--- config.mk ---
export PLATFORM = sky130hd
export DESIGN_NAME = frogger_game_fsm_flat
export DESIGN_NICKNAME = d
export VERILOG_FILES = /design/src/rtl/frogger_game_fsm_if.sv /design/src/rtl/frogger_game_fsm.sv /design/src/flat_wrapper.sv
export SDC_FILE = /design/constraint.sdc
export NUM_CORES = 1
export LEC_CHECK = 0
export CAP_MARGIN = 40
export CORE_MARGIN = 5
export CORE_UTILIZATION = 60
export CTS_CLUSTER_SIZE = 30
export DETAILED_ROUTE_END_ITERATION = 16
export PLACE_DENSITY = 0.88
export SETUP_SLACK_MARGIN = 0.4
export SLEW_MARGIN = 20
export SYNTH_ARGS = -nofsm -noshare
export SYNTH_HDL_FRONTEND = slang
export SYNTH_SLANG_ARGS = --single-unit
--- constraint.sdc ---
create_clock -name i_Clk -period 4.9 [get_ports i_Clk]
set_clock_uncertainty 0.2 [all_clocks]
set_input_delay 0.49 -clock i_Clk [delete_from_list [all_inputs] [get_ports i_Clk]]
set_output_delay 0.49 -clock i_Clk [all_outputs]
set_load 0.02 [all_outputs]
--- src/rtl/frogger_game_fsm_if.sv ---
// Control/status bundle between the Frogger game sequencer and the rest of the datapath.
// The slave side is the sequencer; the master side drives the button and event inputs.
interface frogger_game_fsm_if;
    logic       i_Game_Start;
    logic       i_Collided;
    logic       i_Goal_Reached;
    logic       o_Game_Active;
    logic       o_Car_Enable;
    logic       o_Frogger_Reset;
    logic [2:0] o_State;
    logic [6:0] o_Score;
    logic [1:0] o_Lives;
    logic [2:0] o_Level;
    logic       o_Win;

    modport master (
        output i_Game_Start, i_Collided, i_Goal_Reached,
        input  o_Game_Active, o_Car_Enable, o_Frogger_Reset,
        input  o_State, o_Score, o_Lives, o_Level, o_Win
    );

    modport slave (
        input  i_Game_Start, i_Collided, i_Goal_Reached,
        output o_Game_Active, o_Car_Enable, o_Frogger_Reset,
        output o_State, o_Score, o_Lives, o_Level, o_Win
    );
endinterface

--- src/rtl/frogger_game_fsm.sv ---
// Frogger game sequencer: state machine, score, lives, level and respawn/enable gating.
// Define FROGGER_PAUSE_EN to let a start edge pause and resume a running game.
module frogger_game_fsm #(
    parameter int c_LIVES       = 3,
    parameter int c_SCORE_LIMIT = 99,
    parameter int c_LEVEL_STEP  = 10,
    parameter int c_TICK_CYCLES = 25000000,
    parameter int c_HOLD_TICKS  = 2
) (
    input  logic i_Clk,
    input  logic i_Reset,
    frogger_game_fsm_if.slave bus
);

    typedef enum logic [2:0] {
        S_IDLE      = 3'b000,
        S_RUNNING   = 3'b001,
        S_DYING     = 3'b010,
        S_SCORED    = 3'b011,
        S_CLEANUP   = 3'b100,
        S_GAME_OVER = 3'b101,
        S_PAUSED    = 3'b110
    } state_t;

    localparam int TICK_W = (c_TICK_CYCLES > 1) ? $clog2(c_TICK_CYCLES) : 1;
    localparam int HOLD_W = (c_HOLD_TICKS > 0) ? $clog2(c_HOLD_TICKS + 1) : 1;

    localparam logic [1:0]        LIVES_INIT  = 2'(c_LIVES);
    localparam logic [6:0]        SCORE_LIMIT = 7'(c_SCORE_LIMIT);
    localparam logic [6:0]        LEVEL_STEP  = 7'(c_LEVEL_STEP);
    localparam logic [TICK_W-1:0] TICK_LAST   = TICK_W'(c_TICK_CYCLES - 1);
    localparam logic [HOLD_W-1:0] HOLD_LAST   = HOLD_W'(c_HOLD_TICKS - 1);

    state_t              state, next_state;
    logic [6:0]          score, next_score, score_inc;
    logic [1:0]          lives, next_lives;
    logic [2:0]          level, next_level;
    logic                win, next_win;
    logic                run_en;
    logic                frogger_reset;
    logic                respawn;
    logic                clear_prescaler;
    logic                start_prev;
    logic                start_edge;
    logic [TICK_W-1:0]   tick_cnt;
    logic [HOLD_W-1:0]   hold_cnt;
    logic                tick_last;

    assign start_edge = bus.i_Game_Start & ~start_prev;
    assign tick_last  = (tick_cnt == TICK_LAST);

    always_comb begin
        next_state      = state;
        next_score      = score;
        next_lives      = lives;
        next_level      = level;
        next_win        = win;
        respawn         = 1'b0;
        clear_prescaler = 1'b0;
        score_inc       = (score < SCORE_LIMIT) ? score + 7'd1 : score;

        case (state)
            S_IDLE, S_GAME_OVER: begin
                if (start_edge) begin
                    next_state = S_CLEANUP;
                    next_score = 7'd0;
                    next_lives = LIVES_INIT;
                    next_level = 3'd0;
                    next_win   = 1'b0;
                end
            end
            S_CLEANUP: begin
                next_state = S_RUNNING;
            end
            // Collision outranks a simultaneous goal; the goal is simply lost.
            S_RUNNING: begin
                if (bus.i_Collided) begin
                    next_state      = S_DYING;
                    next_lives      = lives - 2'd1;
                    clear_prescaler = 1'b1;
                end else if (bus.i_Goal_Reached) begin
                    next_state = S_SCORED;
`ifdef FROGGER_PAUSE_EN
                end else if (start_edge) begin
                    next_state = S_PAUSED;
`endif
                end
            end
            S_SCORED: begin
                next_score = score_inc;
                if ((score_inc != 7'd0) && ((score_inc % LEVEL_STEP) == 7'd0) && (level != 3'd7)) begin
                    next_level = level + 3'd1;
                end
                if (score_inc == SCORE_LIMIT) begin
                    next_state = S_GAME_OVER;
                    next_win   = 1'b1;
                end else begin
                    next_state = S_RUNNING;
                    respawn    = 1'b1;
                end
            end
            // Lives were already decremented on entry, so zero here means no respawn.
            S_DYING: begin
                if (tick_last && (hold_cnt == HOLD_LAST)) begin
                    if (lives == 2'd0) begin
                        next_state = S_GAME_OVER;
                        next_win   = 1'b0;
                    end else begin
                        next_state = S_RUNNING;
                        respawn    = 1'b1;
                    end
                end
            end
`ifdef FROGGER_PAUSE_EN
            S_PAUSED: begin
                if (start_edge) begin
                    next_state = S_RUNNING;
                end
            end
`endif
            default: begin
                next_state = S_IDLE;
            end
        endcase
    end

    always_ff @(posedge i_Clk) begin
        if (i_Reset) begin
            state         <= S_IDLE;
            score         <= 7'd0;
            lives         <= LIVES_INIT;
            level         <= 3'd0;
            win           <= 1'b0;
            run_en        <= 1'b0;
            frogger_reset <= 1'b0;
            start_prev    <= 1'b1;
        end else begin
            state         <= next_state;
            score         <= next_score;
            lives         <= next_lives;
            level         <= next_level;
            win           <= next_win;
            run_en        <= (next_state == S_RUNNING);
            frogger_reset <= respawn | (next_state == S_CLEANUP);
            start_prev    <= bus.i_Game_Start;
        end
    end

    // Free-running tick prescaler; the hold counter only advances while dying.
    always_ff @(posedge i_Clk) begin
        if (i_Reset || clear_prescaler) begin
            tick_cnt <= '0;
            hold_cnt <= '0;
        end else if (state != S_PAUSED) begin
            if (tick_last) begin
                tick_cnt <= '0;
                if (state == S_DYING) begin
                    hold_cnt <= hold_cnt + 1'b1;
                end
            end else begin
                tick_cnt <= tick_cnt + 1'b1;
            end
        end
    end

    assign bus.o_State         = state;
    assign bus.o_Score         = score;
    assign bus.o_Lives         = lives;
    assign bus.o_Level         = level;
    assign bus.o_Win           = win;
    assign bus.o_Game_Active   = run_en;
    assign bus.o_Car_Enable    = run_en;
    assign bus.o_Frogger_Reset = frogger_reset;

endmodule

--- src/flat_wrapper.sv ---
// flat-port wrapper written by rule: the top's interface ports become plain ports
module frogger_game_fsm_flat 
#(
    parameter int c_LIVES       = 3,
    parameter int c_SCORE_LIMIT = 99,
    parameter int c_LEVEL_STEP  = 10,
    parameter int c_TICK_CYCLES = 25000000,
    parameter int c_HOLD_TICKS  = 2
)
  (i_Clk, i_Reset, bus_i_Game_Start, bus_i_Collided, bus_i_Goal_Reached, bus_o_Game_Active, bus_o_Car_Enable, bus_o_Frogger_Reset, bus_o_State, bus_o_Score, bus_o_Lives, bus_o_Level, bus_o_Win);
  frogger_game_fsm_if bus_i ();
  input  logic i_Clk;
  input  logic i_Reset;
  input wire logic [$bits(bus_i.i_Game_Start)-1:0] bus_i_Game_Start;
  input wire logic [$bits(bus_i.i_Collided)-1:0] bus_i_Collided;
  input wire logic [$bits(bus_i.i_Goal_Reached)-1:0] bus_i_Goal_Reached;
  output wire logic [$bits(bus_i.o_Game_Active)-1:0] bus_o_Game_Active;
  output wire logic [$bits(bus_i.o_Car_Enable)-1:0] bus_o_Car_Enable;
  output wire logic [$bits(bus_i.o_Frogger_Reset)-1:0] bus_o_Frogger_Reset;
  output wire logic [$bits(bus_i.o_State)-1:0] bus_o_State;
  output wire logic [$bits(bus_i.o_Score)-1:0] bus_o_Score;
  output wire logic [$bits(bus_i.o_Lives)-1:0] bus_o_Lives;
  output wire logic [$bits(bus_i.o_Level)-1:0] bus_o_Level;
  output wire logic [$bits(bus_i.o_Win)-1:0] bus_o_Win;
  assign bus_i.i_Game_Start = bus_i_Game_Start;
  assign bus_i.i_Collided = bus_i_Collided;
  assign bus_i.i_Goal_Reached = bus_i_Goal_Reached;
  assign bus_o_Game_Active = bus_i.o_Game_Active;
  assign bus_o_Car_Enable = bus_i.o_Car_Enable;
  assign bus_o_Frogger_Reset = bus_i.o_Frogger_Reset;
  assign bus_o_State = bus_i.o_State;
  assign bus_o_Score = bus_i.o_Score;
  assign bus_o_Lives = bus_i.o_Lives;
  assign bus_o_Level = bus_i.o_Level;
  assign bus_o_Win = bus_i.o_Win;
  frogger_game_fsm #(.c_LIVES(c_LIVES), .c_SCORE_LIMIT(c_SCORE_LIMIT), .c_LEVEL_STEP(c_LEVEL_STEP), .c_TICK_CYCLES(c_TICK_CYCLES), .c_HOLD_TICKS(c_HOLD_TICKS)) u_core (.i_Clk(i_Clk), .i_Reset(i_Reset), .bus(bus_i));
endmodule
Word level (Yosys, flattened, before mapping)
Index checks and enable logic that the tools add are counted.
W data, S select, Z words.
Cells by class
  bitwise logic cells: 3
  divide/modulo/power cells: 1
  order comparisons: 1
  equality and inequality tests: 18
  $add $sub $neg: 5
  mux-type cells: 28
  reductions and logical operators: 17
Operator list (number)
  $add A25 B1 Y25 const B: 1
  $eq A25 B25 Y1 const B: 1
  $mux W25: 1
  $mux W3: 8
  $pmux W3 S5: 1
  $mux W7: 2
  $pmux W7 S2: 1
  $ne A2 B1 Y1 const B: 5
  $eq A3 B3 Y1 const B: 3
  $mux W1: 9
  $reduce_and A3 Y1: 3
  $add A7 B1 Y7 const B: 1
  $eq A7 B7 Y1 const B: 1
  $logic_not A7 Y1: 1
  $lt A7 B7 Y1 const B: 1
  $mod A7 B4 Y7 const B: 1
  $reduce_bool A7 Y1: 1
  $eq A3 B1 Y1 const B: 2
  $eq A3 B2 Y1 const B: 2
  $ne A3 B3 Y1 const B: 2
  $pmux W3 S2: 1
  $reduce_and A5 Y1: 1
  $mux W2: 2
  $pmux W2 S2: 1
  other kinds (18): 21
Word-level totals
  output and inout bits: 19
  bits of input ports: 5
  register bits after elaboration: 46
  word-level logic and storage cells: 83

Logic depth before layout (Yosys ltp)
  depth after elaboration: 8
  mapped depth: 9
  mapped depth without buffers: 8

Least setup slack after synthesis
OpenSTA, ideal clock, no wires.
  path kind: reg-to-reg
  from: register u_core.score[2] (netlist: u_core.bus.o_Score[2])
  to: register u_core.level[0] (netlist: u_core.bus.o_Level[0])
  path slack: 2.301 ns
  buffers on the path: 1
  setup time: 0.072 ns
  stages on the path, launching flop included: 9
  data required time: 4.628 ns
  data arrival time: 2.328 ns
  clock period less this slack: 2.599 ns
  cells stage by stage: dfxtp_1 -> buf_6 -> or4_4 -> a32oi_4 -> nor3_2 -> or4_1 -> nand4_1 -> o21a_4 -> mux2i_1
On the way
  word-level cells in the longest chain between the ends: 8
  elaborated cells on any way between the ends: 10
  classes of those cells: add/sub: 1; div: 1; order compare: 1; eq/ne: 1; mux: 1; reduce/logical: 5
Ends and longest elaborated chain
  start, declared: RTL line frogger_game_fsm.sv:35  | logic [6:0] score, next_score, score_inc;
  start signal, assigned: RTL line frogger_game_fsm.sv:139  | score <= next_score;
  $add A7 B1 Y7 or $lt A7 B7 Y1 (tied branches): RTL line frogger_game_fsm.sv:60  | score_inc = (score < SCORE_LIMIT) ? score + 7'd1 : score;
  $mux W7 (*): RTL line frogger_game_fsm.sv:60
  $mod A7 B4 Y7: RTL line frogger_game_fsm.sv:91  | if ((score_inc != 7'd0) && ((score_inc % LEVEL_STEP) == 7'd0) && (level != 3'd7)) begin
  $logic_not A7 Y1: RTL line frogger_game_fsm.sv:91
  $logic_and A1 B1 Y1 (*) (2 in series): RTL line frogger_game_fsm.sv:91
  $ne A2 B1 Y1 (no source line) (*)
  $reduce_and A3 Y1 (no source line) (*)
  end signal, assigned: RTL line frogger_game_fsm.sv:141  | level <= next_level;
  end, declared: RTL line frogger_game_fsm.sv:37  | logic [2:0] level, next_level;
Every way passes the cells marked *; elsewhere a longest branch is shown, timed or not.
A chain may end at the register's enable or synchronous reset.

Worst setup path after layout
Same ends and word-level chain as after synthesis.

==> metrics <==
Final Max Slew Viols 0; gr usage total 21.14%; Rel. slew slack 48.71%; initial antenna violation count 0; Detailed Routing Iterations Pass 1 5; min Tclk post-route 2.708 ns; Fmax achieved 369.2 MHz; Layout fillers 317; CP startpoint kind flop; CTS buffer count 5; Logic pwr share 4.8%; worst path required time 4.94 ns; vias in the first global route 2,055; FFs w/ async S/R, synth 0%; total of max-cap violations 0; Remaining DRCs 0; syn nets 313; post-cts resize count 0; pre-CTS setup slack 2.157 ns; clock-pin slew of the registers on the worst-case setup and hold paths 0.09 ns; CP Class flop to flop; CP Cell Sequence or4_4, a32oi_4, nor3_2, or4_1, nand4_1, o21a_4, mux2i_1; io pins 24; number of synthesized flops with an enable pin 0; routability congestion estimate 0.8566; slowest stage delay, CP 0.57 ns; final worst setup slack 2.192 ns; # Post-CTS Setup Buffers 0; via count 2,245; Final setup viols 0; synthesized cell area 2517 um2; port bufs 23; later-pin clock latency in the skew report 0.31 ns; crit path max fanout 11; CP arrival 2.75 ns; drt initial violations 212; RSZ-0062 raised after global routing false; clock root buffer clkbuf_8; wire length per cell 14.32 um; CTS tree done; total global routing overflow 0; Syn Area/Cell 8.336 um2; largest net degree at the start of global routing 26; sw frac 24.22%; dpl cells 363; Min-Delay Path Class flop to flop; CTS Sinks 46; Antenna Cells 0; final std cells w/o fill 371; kind of cell adding the most delay to the critical path simple AND/OR/NAND/NOR gates; Crit. End Element flop; H-tree depth 2; Net Sw Power 156.9 uW; worst slew pin tran 0.7694 ns; share of cells above drive strength 1 7.165%; register bit count reported by yosys 46; global-route wire length before repair 9.080 mm; ys flop type dfxtp_1; outcome finished, final reports clean; Setup TNS 0 ns; Fin. Hold Viols 0; Post-CTS Hold Buffers 0; Ys Warns 0; Pleak 0.001024 uW; Power Density 228.0 nW/um2; Flop pwr share 59.0%; Chip Width 74.78 um; slowest cell on the critical path or4_4; Layout area overhead 12.87%; die area 5591 um2; # rows 23; Post-DP HPWL 3.865 mm; Layout Nets 331; Cells after Synth 302; Internal Power 490.9 uW; worst path bufs/invs 0; Initial Utilization 62.48%; synth unique cells 57; clock share of power 36.2%; worst vdd ir 0.0001890 V; Routed WL 5.312 mm; Die H 74.78 um; register area share after synthesis 36.58%; Longest Clk Path Bufs 2; Final ANT Viol Nets 0; via/cell ratio 6.051; fin crit share 55.27%; core box area 4029 um2
## worst paths after layout
check	start	end	slack (ns)	cells after the start
worst max-delay path	u_core.bus.o_Score[2]	u_core.bus.o_Level[0]	2.19	7
worst min-delay path	u_core.bus.o_Level[1]	u_core.bus.o_Level[1]	0.29	2
worst max register to register	u_core.bus.o_Score[2]	u_core.bus.o_Level[0]	2.19	7
worst min register to register	u_core.bus.o_Level[1]	u_core.bus.o_Level[1]	0.29	2
## tightest hold or removal path, stage by stage (launching register included)
cell and delay, ns:
dfxtp_1 0.34, nand2_1 0.06, o21ai_1 0.05
## through the flow
step	utilization, %	total power (uW)	hold WS [ns]	instance area, um2
3_3_place_gp	68.35	420.7	0.2601	2754
3_5_place_dp	68.35	421.9	0.2789	2754
4_1_cts	70.53	652.5	0.2912	2841
5_1_grt	70.53	675.7	0.3239	2841
6_report	70.53	647.8	0.2898	2841
2_1_floorplan	-	411.2	0.2491	2517
## placed cells by master (no fill, tap or decap), types with 7 or more instances in the layout
master and count:
nand3_1 10, nand2_1 26, o21ai_0 8, xor2_1 17, clkdlybuf4s50_1 23, inv_1 7
dfxtp_1 46, a21oi_1 14, xnor2_1 10, nand4_1 11, nor2_1 51
## synth_stat cells (3+ instances only)
| master | n | area, um2 |
|---|---|---|
| nand4_1 | 11 | 68.82 |
| nand3_1 | 10 | 50.05 |
| a22oi_1 | 6 | 45.04 |
| a31oi_1 | 3 | 18.77 |
| ha_1 | 6 | 75.07 |
| nand2b_1 | 4 | 25.02 |
| dfxtp_1 | 46 | 920.9 |
| or3_1 | 3 | 18.77 |
| xor2_1 | 17 | 148.9 |
| and3_1 | 3 | 18.77 |
| a21oi_1 | 14 | 70.07 |
| and2_1 | 3 | 18.77 |
| a21o_1 | 5 | 37.54 |
| xnor2_1 | 10 | 87.58 |
| nor4_1 | 3 | 18.77 |
| and4_1 | 4 | 35.03 |
| nor2b_1 | 3 | 18.77 |
| nor2_1 | 51 | 191.4 |
| nand2_1 | 26 | 97.59 |
| clkbuf_1 | 10 | 37.54 |
| o21ai_0 | 8 | 40.04 |
| inv_1 | 7 | 26.28 |
| or2_2 | 4 | 25.02 |
| o21ai_1 | 3 | 15.01 |
| nor3_1 | 4 | 20.02 |
## state kept, by name, indices dropped and copies added, names as in the netlist
| signal | count |
|---|---|
| u_core.hold_cnt | 2 |
| u_core.bus.o_Lives | 2 |
| u_core.bus.o_Car_Enable | 1 |
| u_core.start_prev | 1 |
| u_core.bus.o_Frogger_Reset | 1 |
| u_core.bus.o_Win | 1 |
| u_core.tick_cnt | 25 |
| u_core.bus.o_Level | 3 |
| u_core.bus.o_State | 3 |
| u_core.bus.o_Score | 7 |
## cell type report
cell class | instances | area, um2 | share of cell area [%]
tap | 50 | 62.56 | 2.202
sequential | 46 | 920.9 | 32.41
clock inverter | 3 | 18.77 | 0.6605
clock buffer | 5 | 68.82 | 2.422
multi-input combinational | 237 | 1514 | 53.28
timing repair buffer | 23 | 230.2 | 8.102
inverter | 7 | 26.28 | 0.9247
## metal layers
layer  vias up  global-route usage (%)  share of wire, %
met5         -                       0                 0
met4         0                   8.498               1.7
met3         9                   5.073               5.3
met2        78                   33.46                46
met1      1038                   27.83                47
li1       1120                       -                 -
## logic make-up (layout without fill, tap and decap cells)
group	after synthesis	in the layout	synth area share [%]
muxes	2	2	0.7953
xor gates and xnor gates	27	27	9.393
DFF	46	46	36.58
adders and majority gates	6	6	2.982
buffers and inverters	19	38	3.281
AOI/OAI and AO/OA	59	59	17.35
and+or+nand+nor	143	143	29.62
## power by group through the flow
stage | Combinational (uW) | Clock (uW) | Sequential, uW
after floorplan | 20.5 | 0 | 391
after global placement | 29.9 | 0 | 391
after detailed placement | 30.9 | 0 | 391
final | 31.1 | 234 | 382
after global routing | 34.8 | 258 | 383
after CTS | 31.2 | 239 | 382
(Power assumes the default switching activity.)
